<file path="src/rtl/acc16_prog_loader_pkg.sv">
// acc16_prog_loader_pkg
//   Shared constants for the acc16 program/data loader.
//   This package holds the default memory geometry, the record start byte,
//   the REGION codes and the loader FSM state encodings (4-bit).
//   It also provides a helper that decides whether a word address lies
//   inside the selected memory.
package acc16_prog_loader_pkg;

   typedef logic [7:0] byte_t;

   localparam int    DEF_L_INS = 401;
   localparam int    DEF_L_TOT = 1024;
   localparam byte_t DEF_MAGIC = 8'hA5;

   localparam byte_t REG_INS  = 8'h00;
   localparam byte_t REG_DATA = 8'h01;
   localparam byte_t REG_RUN  = 8'h02;

   localparam logic [3:0] ST_IDLE   = 4'd0;
   localparam logic [3:0] ST_REGION = 4'd1;
   localparam logic [3:0] ST_ADDR_H = 4'd2;
   localparam logic [3:0] ST_ADDR_L = 4'd3;
   localparam logic [3:0] ST_CNT_H  = 4'd4;
   localparam logic [3:0] ST_CNT_L  = 4'd5;
   localparam logic [3:0] ST_DATA_H = 4'd6;
   localparam logic [3:0] ST_DATA_L = 4'd7;
   localparam logic [3:0] ST_CSUM   = 4'd8;

   // True when a full 16-bit record address falls inside a memory of 'depth' words.
   // Any address with bits [15:10] set is always outside, because depth <= 1024.
   function automatic logic addr_in_range(input logic [15:0] addr, input logic [15:0] depth);
      return (addr < depth);
   endfunction

endpackage

</file>
<file path="src/rtl/acc16_prog_loader_if.sv">
// acc16_prog_loader_if
//   Valid/ready byte stream from the host bridge into the loader.
//   Signals:
//     in_valid  source -> loader   byte present on in_data
//     in_data   source -> loader   stream byte
//     in_ready  loader -> source   byte taken when in_valid & in_ready
//   Modports: master = byte source, slave = loader.
interface acc16_prog_loader_if;
   import acc16_prog_loader_pkg::*;

   logic  in_valid;
   byte_t in_data;
   logic  in_ready;

   modport master (output in_valid, output in_data, input in_ready);
   modport slave  (input in_valid, input in_data, output in_ready);

endinterface

</file>
<file path="src/rtl/acc16_prog_loader.sv">
// acc16_prog_loader
//   Byte-stream program/data loader for the 16-bit accumulator core.
//   Parses records  MAGIC REGION ADDR_H ADDR_L CNT_H CNT_L {DATA_H DATA_L}xCNT CSUM.
//   It assembles big-endian words and writes them into the instruction memory
//   (L_INS words) or the data memory (L_TOT-L_INS words).
//   A RUN record (REGION=02) releases the core hold.
//   Ports:
//     clk1       sole clock
//     rst        asynchronous active-low reset
//     in_bus     byte stream (slave side): in_valid, in_data, in_ready
//     mem_we     one-cycle write strobe
//     mem_sel    0 = instruction memory, 1 = data memory
//     mem_addr   word address within the selected memory
//     mem_wdata  word to write
//     cpu_hold   1 = core held halted
//     done       one-cycle pulse on a good checksum or an accepted RUN
//     err        sticky checksum/region/range error, cleared by the next MAGIC
//     words_wr   real writes since reset, saturating at 2047
module acc16_prog_loader
   import acc16_prog_loader_pkg::*;
#(
   parameter int    L_INS = DEF_L_INS,
   parameter int    L_TOT = DEF_L_TOT,
   parameter byte_t MAGIC = DEF_MAGIC
) (
   input  logic                       clk1,
   input  logic                       rst,
   acc16_prog_loader_if.slave         in_bus,
   output logic                       mem_we,
   output logic                       mem_sel,
   output logic [9:0]                 mem_addr,
   output logic [15:0]                mem_wdata,
   output logic                       cpu_hold,
   output logic                       done,
   output logic                       err,
   output logic [10:0]                words_wr
);

   localparam logic [15:0] DEPTH_INS  = 16'(L_INS);
   localparam logic [15:0] DEPTH_DATA = 16'(L_TOT - L_INS);

   function automatic logic [10:0] sat_inc11(input logic [10:0] v);
      return (v == 11'h7FF) ? v : v + 11'd1;
   endfunction

   logic [3:0]  state;
   logic [15:0] addr;
   logic [15:0] cnt;
   byte_t       csum;
   byte_t       data_h;
   logic        ready_q;

   logic        take;
   byte_t       b;
   logic [15:0] depth;
   logic        wr_ok;

   assign in_bus.in_ready = ready_q;
   assign take  = in_bus.in_valid & ready_q;
   assign b     = in_bus.in_data;
   assign depth = mem_sel ? DEPTH_DATA : DEPTH_INS;
   assign wr_ok = addr_in_range(addr, depth);

   always_ff @(posedge clk1 or negedge rst) begin
      if (!rst) begin
         state     <= ST_IDLE;
         addr      <= '0;
         cnt       <= '0;
         csum      <= '0;
         data_h    <= '0;
         ready_q   <= 1'b0;
         mem_we    <= 1'b0;
         mem_sel   <= 1'b0;
         mem_addr  <= '0;
         mem_wdata <= '0;
         cpu_hold  <= 1'b1;
         done      <= 1'b0;
         err       <= 1'b0;
         words_wr  <= '0;
      end else begin
         ready_q <= 1'b1;
         mem_we  <= 1'b0;
         done    <= 1'b0;
         if (take) begin
            case (state)
               ST_IDLE: begin
                  // Only IDLE recognises MAGIC; every other byte here is line noise.
                  if (b == MAGIC) begin
                     err      <= 1'b0;
                     csum     <= '0;
                     cpu_hold <= 1'b1;
                     state    <= ST_REGION;
                  end
               end
               ST_REGION: begin
                  csum <= csum ^ b;
                  case (b)
                     REG_INS: begin
                        mem_sel <= 1'b0;
                        state   <= ST_ADDR_H;
                     end
                     REG_DATA: begin
                        mem_sel <= 1'b1;
                        state   <= ST_ADDR_H;
                     end
                     REG_RUN: begin
                        cpu_hold <= 1'b0;
                        done     <= 1'b1;
                        state    <= ST_IDLE;
                     end
                     default: begin
                        err   <= 1'b1;
                        state <= ST_IDLE;
                     end
                  endcase
               end
               ST_ADDR_H: begin
                  csum        <= csum ^ b;
                  addr[15:8]  <= b;
                  state       <= ST_ADDR_L;
               end
               ST_ADDR_L: begin
                  csum       <= csum ^ b;
                  addr[7:0]  <= b;
                  // Address bits above the 10-bit word space are a range error.
                  if (addr[15:10] != 6'd0) err <= 1'b1;
                  state      <= ST_CNT_H;
               end
               ST_CNT_H: begin
                  csum       <= csum ^ b;
                  cnt[15:8]  <= b;
                  state      <= ST_CNT_L;
               end
               ST_CNT_L: begin
                  csum       <= csum ^ b;
                  cnt[7:0]   <= b;
                  state      <= ({cnt[15:8], b} == 16'd0) ? ST_CSUM : ST_DATA_H;
               end
               ST_DATA_H: begin
                  csum   <= csum ^ b;
                  data_h <= b;
                  state  <= ST_DATA_L;
               end
               ST_DATA_L: begin
                  csum <= csum ^ b;
                  if (wr_ok) begin
                     mem_we    <= 1'b1;
                     mem_addr  <= addr[9:0];
                     mem_wdata <= {data_h, b};
                     words_wr  <= sat_inc11(words_wr);
                  end else begin
                     err <= 1'b1;
                  end
                  // Hold at the top instead of wrapping so an overrun can never land at word 0.
                  addr  <= (addr == 16'hFFFF) ? addr : addr + 16'd1;
                  cnt   <= cnt - 16'd1;
                  state <= (cnt == 16'd1) ? ST_CSUM : ST_DATA_H;
               end
               ST_CSUM: begin
                  if (b == csum) done <= 1'b1;
                  else           err  <= 1'b1;
                  state <= ST_IDLE;
               end
               default: state <= ST_IDLE;
            endcase
         end
      end
   end

endmodule

</file>
<file path="src/flat_wrapper.sv">
// flat-port wrapper written by rule: the top's interface ports become plain ports
module acc16_prog_loader_flat import acc16_prog_loader_pkg::*;
#(
   parameter int    L_INS = DEF_L_INS,
   parameter int    L_TOT = DEF_L_TOT,
   parameter byte_t MAGIC = DEF_MAGIC
)
  (clk1, rst, mem_we, mem_sel, mem_addr, mem_wdata, cpu_hold, done, err, words_wr, in_bus_in_valid, in_bus_in_data, in_bus_in_ready);
  acc16_prog_loader_if in_bus_i ();
  input  logic clk1;
  input  logic rst;
  output logic mem_we;
  output logic mem_sel;
  output logic [9:0] mem_addr;
  output logic [15:0] mem_wdata;
  output logic cpu_hold;
  output logic done;
  output logic err;
  output logic [10:0] words_wr;
  input wire logic [$bits(in_bus_i.in_valid)-1:0] in_bus_in_valid;
  input wire logic [$bits(in_bus_i.in_data)-1:0] in_bus_in_data;
  output wire logic [$bits(in_bus_i.in_ready)-1:0] in_bus_in_ready;
  assign in_bus_i.in_valid = in_bus_in_valid;
  assign in_bus_i.in_data = in_bus_in_data;
  assign in_bus_in_ready = in_bus_i.in_ready;
  acc16_prog_loader #(.L_INS(L_INS), .L_TOT(L_TOT), .MAGIC(MAGIC)) u_core (.clk1(clk1), .rst(rst), .in_bus(in_bus_i), .mem_we(mem_we), .mem_sel(mem_sel), .mem_addr(mem_addr), .mem_wdata(mem_wdata), .cpu_hold(cpu_hold), .done(done), .err(err), .words_wr(words_wr));
endmodule
</file>
<file path="config.mk">
export PLATFORM = sky130hd
export DESIGN_NAME = acc16_prog_loader_flat
export DESIGN_NICKNAME = d
export VERILOG_FILES = /design/src/rtl/acc16_prog_loader_pkg.sv /design/src/rtl/acc16_prog_loader_if.sv /design/src/rtl/acc16_prog_loader.sv /design/src/flat_wrapper.sv
export SDC_FILE = /design/constraint.sdc
export NUM_CORES = 1
export LEC_CHECK = 0
export ABC_AREA = 1
export CAP_MARGIN = 20
export CELL_PAD_IN_SITES_DETAIL_PLACEMENT = 1
export CELL_PAD_IN_SITES_GLOBAL_PLACEMENT = 2
export CORE_ASPECT_RATIO = 0.5
export CORE_MARGIN = 2
export CORE_UTILIZATION = 34
export CTS_BUF_LIST = sky130_fd_sc_hd__clkbuf_8
export DETAILED_ROUTE_END_ITERATION = 7
export MAX_ROUTING_LAYER = met4
export PLACE_DENSITY = 0.82
export SLEW_MARGIN = 5
export SYNTH_ARGS = -nofsm -noshare
export SYNTH_HDL_FRONTEND = slang
export SYNTH_SLANG_ARGS = --single-unit
</file>
<file path="constraint.sdc">
create_clock -name clk1 -period 2.4 [get_ports clk1]
set_input_delay 0.36 -clock clk1 [delete_from_list [all_inputs] [get_ports clk1]]
set_output_delay 0.36 -clock clk1 [all_outputs]
set_load 0.02 [all_outputs]
</file>
* Word-level counts from Yosys, hierarchy flattened
Index checks and enable logic that the tools add are counted.
** Word-level totals
- Latch bits :: 0
- Memory bits (writable) :: 0
- Bits in read-only memories :: 0
- Word-level logic and storage cells :: 102
- Flip-flop bits (word level) :: 95
- Bits of input ports :: 11
- Memories :: 0
** Cells by class
- Multiply operators :: 0
- Bitwise gates (word level) :: 3
- Shifts and indexed selects :: 0
- Add/subtract/negate cells :: 3
- $lt $le $gt $ge :: 1
- Div/mod/pow operators :: 0
- Reduce and logical (&&, ||, !) cells :: 27
- Eq/ne operators :: 22
- Muxes and demuxes :: 30
** Operator list (number)
- $pmux W8 S2 :: 5
- $pmux W4 S8 :: 1
- $add A16 B1 Y16 const B :: 1
- $eq A16 B1 Y1 const B :: 1
- $eq A16 B16 Y1 const B :: 1
- $eq A4 B3 Y1 const B :: 4
- $logic_not A16 Y1 :: 1
- $lt A16 B16 Y1 :: 1
- $mux W16 :: 1
- $sub A16 B1 Y16 const B :: 1
- $reduce_and A3 Y1 :: 5
- $reduce_bool A2 Y1 :: 7
- $mux W1 :: 13
- $mux W4 :: 3
- $add A11 B1 Y11 const B :: 1
- $eq A11 B11 Y1 const B :: 1
- $mux W10 :: 1
- $eq A4 B2 Y1 const B :: 2
- $eq A8 B1 Y1 const B :: 1
- $eq A8 B2 Y1 const B :: 1
- $eq A8 B8 Y1 :: 1
- $eq A8 B8 Y1 const B :: 1
- $logic_not A8 Y1 :: 1
- $mux W8 :: 1
- 19 further kinds :: 30

* Depth between registers and ports, before layout
Gate-level depths: netlist (run 1).
- Depth after elaboration :: 5
- Gate-level depth with buffers :: 14
- Depth with buffers taken out :: 13

* Worst setup path before layout (run 1)
Ideal clock, no wire load.
- Path type :: flip-flop to flip-flop
- Start :: register u_core.mem_sel
- End :: register u_core.words_wr[4]
- Library setup time :: 118 ps
- Required time :: 2282 ps
- Path buffers :: 0
- Path slack :: 311 ps
- Data arrival time :: 1971 ps
- Stages on the path, launching flop included :: 11
- Clock period less this slack :: 2089 ps
- Path through :: dfrtp_1 -> inv_1 -> ha_1 -> a21oi_1 -> nand2_1 -> nand2_1 -> nand2_1 -> a21boi_2 -> nand3_2 -> nand2_1 -> nand2_1
** Between the ends
- Word-level cells in the longest chain between the ends :: 3
** Ends and longest elaborated chain
- start: declaration :: RTL line acc16_prog_loader.sv:30 : output logic mem_sel,
- start signal: assignment :: RTL line acc16_prog_loader.sv:73 : mem_sel <= 1'b0;
- start signal: assignment :: RTL line acc16_prog_loader.sv:99 : mem_sel <= 1'b0;
- start signal: assignment :: RTL line acc16_prog_loader.sv:103 : mem_sel <= 1'b1;
- $mux W10 :: RTL line acc16_prog_loader.sv:61 : assign depth = mem_sel ? DEPTH_DATA : DEPTH_INS;
- $lt A16 B16 Y1 :: RTL line acc16_prog_loader_pkg.sv:32 : return (addr < depth);
- $reduce_and A4 Y1 (no line)
- end signal: assignment :: RTL line acc16_prog_loader.sv:150 : words_wr <= sat_inc11(words_wr);
- end: declaration :: RTL line acc16_prog_loader.sv:36 : output logic [10:0] words_wr
Every way passes these cells.
A chain may end at the register's enable or synchronous reset.

* Final worst setup path (run 1)
- Start :: register u_core.mem_sel
- End :: register u_core.mem_wdata[7]
** Between the ends
- Word-level cells in the longest chain between the ends :: 3
** Ends and longest elaborated chain
- $mux W10 :: RTL line acc16_prog_loader.sv:61
- $lt A16 B16 Y1 :: RTL line acc16_prog_loader_pkg.sv:32
- $reduce_and A3 Y1 (no line)
- end signal: assignment :: RTL line acc16_prog_loader.sv:149 : mem_wdata <= {data_h, b};
- end: declaration :: RTL line acc16_prog_loader.sv:32 : output logic [15:0] mem_wdata,
Every way passes these cells.

==> flow_metrics.tcl, run 1 <==
set metrics [dict create \
    p_int_mw 3.153 \
    initial_core_util_pct 34.97 \
    cp_data_arrival_time_ns 2.49 \
    synth_top_cell_area_share_pct 43.41 \
    syn_to_final_growth_pct 21.40 \
    clkTransAtPathRegs_ns 0.11 \
    synth_cell_types 39 \
    cp_max_fo 30 \
    hpwlAfterDp_mm 12.95 \
    drtIter0Drc 264 \
    finalSetupViolations 0 \
    grt_pass1_vias 5322 \
    r2r_start "u_core.mem_sel" \
    tightest_slew_ns 0.4901 \
    syn_area_per_cell_um2 7.235 \
    die_y_um 93.27 \
    dp.cells 1016 \
    yosysTopAreaCell "dfrtp_1" \
    insertion_delay_ns 0.40 \
    pwr-share-comb_pct 34.1 \
    overflow 0 \
    ant_nets 0 \
    met2_length_mm 7.762 \
    synth-seq-area-share_pct 43.89 \
    fmax_mhz 453.5 \
    r2r_slack_ns 0.20 \
    numCtsBuffers 9 \
    worst_slack_ns 0.1951 \
    min_period_over_period_pct 91.87 \
    worstRegToRegCells 13 \
    power_switching_mw 2.307 \
    endpoint_kind "register" \
    route.met3.wl_um 655 \
    seq_area_mm2 0.002380 \
    status "finished clean" \
    drc_errors 0 \
    yosys_warnings 0 \
    htree_levels 3 \
    power_frac_seq_pct 44.3 \
    root_buffer "clkbuf_8" \
    cp-start-kind "register" \
    synth-seq-cells 95 \
    tns_ns 0 \
    syn-num-nets 773 \
    sw_frac_of_total_pct 42.25 \
    peakVddDrop_v 0.0002823 \
    fin_crit_ns 2.205 \
    crit_end "u_core.mem_wdata[7]" \
    vias 5124 \
    r2r-end "u_core.mem_wdata[7]" \
    synth_cells 749 \
    skew_ns 0.01941 \
    die_w_um 182.5 \
    antennaDiodeCount 0 \
    multi_input_area_mm2 0.002615 \
    post-synth-top-count-cell "nand2_1" \
    cts_tree "yes" \
    synth_common_cells "249 x nand2_1, 94 x dfrtp_1, 87 x inv_1, 77 x nor2_1, 58 x o21ai_0" \
    wl_met1_mm 8.510 \
    first_pass_iters 4 \
    worst-setup-path-type "reg -> reg" \
    port_buffers 53 \
    grt_pass1_wl_mm 28.30 \
    p_leak_nw 3.251 \
    wl_per_cell_um 16.46 \
    place.gp.congestion 0.8205 \
    hold_ws_ns 0.3560 \
    cts.sinks 95 \
    clkPwrFrac_pct 21.6 \
    drt-total-wl_mm 17.05 \
    crit_required_ns 2.68 \
    placed_area_mm2 0.006325 \
    crit_start "u_core.mem_sel" \
    post-place-ws_ns 0.09156 \
    synth-main-ff-cell "dfrtp_1" \
    hold_violations 0 \
    layoutNonFillerInstCount 1036 \
    routed_via_density 4.946 \
    die_area_mm2 0.01703 \
    powerDensity_mw_per_mm2 830.0 \
    cap_violations 0 \
    synth_edf_count 0 \
    top_layer "met4" \
    clock_path_buffers 2 \
    drive_above_1_share_pct 7.692 \
    slew_violations 0 \
    fillerInstances 1958 \
    hold_path.class "in -> async" \
    fin_area_mm2 0.006579 \
    boundaryPins 54 \
    ys_async_sr_fraction_pct 100.0 \
    row_count 32 \
    grt_usage_pct 22.13 \
    synth_area_leaders "dfrtp_1 43%, nand2_1 17%, inv_1 6.0%" \
    antenna_found_initial 0 \
    syn-cell-area_mm2 0.005419 \
    max_slew_margin_pct 67.08 \
    grt_max_degree 60 \
    nets 851 \
    core_mm2 0.01549 \
]
-- kinds of logic after synthesis --
group           synth area share (%)
other cells                  0.06920
xor+xnor                       2.101
fa+ha+maj                      3.002
simple gates                   31.52
flops                          43.89
compound gates                 11.41
buf+inv                        8.012
-- stage by stage --
step	power, mW	utilization [%]
global route	5.950	42.46
CTS	5.518	42.22
global placement	4.241	40.82
detailed placement	4.309	40.82
floorplan	3.624	-
finish	5.460	42.46
-- worst max-delay path, cell delays in order (launching register included) --
cell and delay, ns:
dfrtp_2 0.40, clkinvlp_4 0.17, ha_1 0.36, nand2_1 0.08, inv_1 0.04, nand2_1 0.06
nand2_1 0.05, nand2_1 0.05, nand2_1 0.12, a21oi_4 0.29, nand2_8 0.13, buf_12 0.19
nand2_1 0.07, o21ai_1 0.06
-- state kept, by name, indices dropped and copies added, names as in the netlist, 4 cells and up --
signal / flops
u_core.addr: 16
u_core.cnt: 16
u_core.csum: 8
u_core.data_h: 8
u_core.mem_addr: 10
u_core.mem_wdata: 16
u_core.state: 4
u_core.words_wr: 11
-- cell type report --
type,count,share of cell area (%)
multi-input combinational,547,39.75
clock buffer,9,1.883
tap,204,3.880
clock inverter,7,1.274
timing repair buffer,81,11.64
sequential,95,36.17
inverter,93,5.401
-- routing by layer --
layer	global-route usage, %	up-vias
met4	3.965	0
met5	-	-
met3	4.050	8
li1	-	2558
met1	30.26	2489
met2	34.89	69
-- worst min-delay path by stage --
stage / start / slack [ns] / end
after floorplan: rst / 0.06 / u_core.addr[0]
after global placement: rst / 0.23 / u_core.cnt[12]
after detailed placement: rst / 0.24 / u_core.cnt[12]
final: rst / 0.36 / u_core.cnt[7]
after CTS: rst / 0.34 / u_core.cnt[7]
after global routing: rst / 0.37 / u_core.cnt[7]
-- power by group through the flow --
stage	sequential [mW]	combinational, mW	clock (mW)
after CTS	2.42	1.87	1.22
after detailed placement	2.45	1.86	0
after floorplan	2.34	1.29	0
final	2.42	1.86	1.18
after global routing	2.49	2.17	1.29
after global placement	2.44	1.80	0
-- layout by cell type (no fill, tap or decap), types with 2 or more instances in the layout --
cell / n
xnor2_1: 2
nor3_1: 16
o22ai_1: 8
nand2_1: 249
nor2_4: 2
nand4_1: 20
ha_1: 13
a22oi_1: 2
buf_4: 26
xor2_1: 11
nor2_1: 77
clkbuf_8: 9
inv_1: 86
clkdlybuf4s50_1: 52
buf_12: 2
inv_2: 4
nand2_2: 2
o31ai_1: 2
inv_8: 2
nand3_1: 35
o21ai_0: 58
a21oi_1: 17
inv_6: 2
o21ai_1: 18
a31oi_1: 2
dfrtp_1: 93
-- what timing repair did --
| action | 4_1_cts | 5_1_grt |
|---|---|---|
| endpoints found under the hold margin | 11 | 0 |
| buffers inserted | 0 | 3 |
| gates resized for setup | 0 | 3 |
| hold buffers | 1 | 0 |
| setup endpoints to repair | 0 | 34 |
No activity file was read; power rests on OpenSTA's default activity.
==> run 2: changes to the inputs <==
--- a/config.mk
+++ b/config.mk
@@ -10,7 +10,6 @@
 export CELL_PAD_IN_SITES_DETAIL_PLACEMENT = 1
 export CELL_PAD_IN_SITES_GLOBAL_PLACEMENT = 2
 export CORE_ASPECT_RATIO = 0.5
-export CORE_MARGIN = 2
 export CORE_UTILIZATION = 34
 export CTS_BUF_LIST = sky130_fd_sc_hd__clkbuf_8
 export DETAILED_ROUTE_END_ITERATION = 7
@@ -20,3 +19,4 @@
 export SYNTH_ARGS = -nofsm -noshare
 export SYNTH_HDL_FRONTEND = slang
 export SYNTH_SLANG_ARGS = --single-unit
+export TNS_END_PERCENT = 100
==> run 2 against run 1 <==
  * Setup slack lost 0.043 ns
  * Routed wire length about the same
  * Fmax shrank 1.9%
  * Power decreased by 0.59%
  * Critical path depth unchanged
==> flow_metrics.tcl, run 2 (synthesis gave the netlist of run 1 again) <==
set metrics [dict create \
    status "finished clean" \
    grt_max_degree 46 \
    skew_ns 0.01611 \
    hold_path.class "in -> async" \
    fmax_mhz 444.9 \
    clkTransAtPathRegs_ns 0.12 \
    cp_max_fo 29 \
    die_area_mm2 0.01648 \
    slew_violations 0 \
    placed_area_mm2 0.006317 \
    fin_area_mm2 0.006601 \
    root_buffer "clkbuf_8" \
    die_w_um 180.5 \
    max_slew_margin_pct 55.37 \
    cp-start-kind "register" \
    grt_pass1_wl_mm 28.30 \
    die_y_um 91.27 \
    cap_violations 0 \
    reg_top3 "u_core.addr x16, u_core.cnt x16, u_core.mem_wdata x16" \
    peakVddDrop_v 0.0002770 \
    clock_path_buffers 2 \
    syn_to_final_growth_pct 21.82 \
    fin_util_pct 42.60 \
    vias 5140 \
    powerDensity_mw_per_mm2 822.2 \
    wl_per_cell_um 16.44 \
    cp_data_arrival_time_ns 2.52 \
    cts.sinks 95 \
    crit_required_ns 2.67 \
    hpwlAfterDp_mm 12.99 \
    initial_core_util_pct 34.97 \
    grt_pass1_vias 5305 \
    cts_tree "yes" \
    drt-total-wl_mm 17.06 \
    boundaryPins 54 \
    endpoint_kind "register" \
    port_buffers 53 \
    drive_above_1_share_pct 7.914 \
    hold_violations 0 \
    place.gp.congestion 0.8438 \
    htree_levels 3 \
    multi_input_area_mm2 0.002615 \
    post-place-ws_ns 0.07798 \
    worst_slack_ns 0.1522 \
    first_pass_iters 4 \
    seq_area_mm2 0.002380 \
    core_mm2 0.01549 \
    min_period_over_period_pct 93.66 \
    row_count 32 \
    finalSetupViolations 0 \
    ant_nets 0 \
    final_cell_mix "249 x nand2_1, 93 x dfrtp_1, 86 x inv_1" \
    fin_crit_ns 2.248 \
    antenna_found_initial 0 \
    routed_via_density 4.952 \
    overflow 0 \
    fillerInstances 1969 \
    drc_errors 0 \
    drtIter0Drc 295 \
    tightest_slew_ns 0.6675 \
    totalPowerFinal_mw 5.428 \
    grt_usage_pct 22.56 \
    worst-setup-path-type "reg -> reg" \
    antennaDiodeCount 0 \
    mostFrequentLayoutCell "nand2_1" \
    numCtsBuffers 9 \
    tns_ns 0 \
    p_leak_nw 3.260 \
    insertion_delay_ns 0.39 \
    nets 853 \
]
## run 2: cell types whose count changed in the layout (fill, tap and decap cells not counted)
cell       previous run  this run
inv_2                 4         3
inv_6                 2         1
clkinv_8              0         3
bufinv_16             1         0
buf_4                26        28
clkinv_2              1         0
inv_4                 1         2
## run 2: critical path, cell delays in order, from the launching register on
cell and delay [ns]:
dfrtp_2 0.44, clkinvlp_4 0.18, ha_1 0.35, nand2_1 0.07, inv_1 0.03, nand2_1 0.06, nand2_1 0.05, nand2_1 0.06
nand2_1 0.12, a21oi_4 0.29, nand2_8 0.14, buf_12 0.20, nand2_1 0.07, o21ai_1 0.06
## run 2: final timing paths
path | endpoint | slack (ns) | start | cells past startpoint
setup / recovery | u_core.mem_addr[5] | 0.15 | u_core.mem_sel | 13
hold reg to reg | u_core.cpu_hold | 0.48 | u_core.cpu_hold | 2
hold / removal | u_core.words_wr[6] | 0.40 | rst | 2
min in group clk1 | u_core.cpu_hold | 0.48 | u_core.cpu_hold | 2
max in group asynchronous | u_core.addr[1] | 1.30 | rst | 3
setup reg to reg | u_core.mem_addr[5] | 0.15 | u_core.mem_sel | 13
## run 2: cell type report
cell class,instances,area share (%)
clock inverter,7,1.346
multi-input combinational,547,39.61
inverter,93,5.421
sequential,95,36.05
timing repair buffer,83,11.83
tap,204,3.867
clock buffer,9,1.876
## run 2: per-stage QoR
| step | instances | hold WS, ns |
|---|---|---|
| final | 1038 | 0.3990 |
| after global placement | 1015 | 0.2916 |
| after global routing | 1038 | 0.4164 |
| after CTS | 1032 | 0.3954 |
| after detailed placement | 1015 | 0.2930 |
| after floorplan | 749 | 0.06441 |
## run 2: per-layer routing
layer	vias to the layer above	GRT usage, %	wire length, um
met5	-	-	0
met2	67	35.01	7732
met4	0	3.490	78
li1	2556	-	-
met3	8	3.650	541
met1	2509	31.49	8708
## run 2: power breakdown
part	switching [mW]	internal (mW)
registers	0.427	2.01
clock network	0.725	0.424
logic	1.20	0.644
## run 2: what timing repair did
action,CTS,global route
hold buffers,1,0
hold endpoints to repair,22,0
setup endpoints to repair,0,34
buffers inserted,0,6
gates resized for setup,0,4
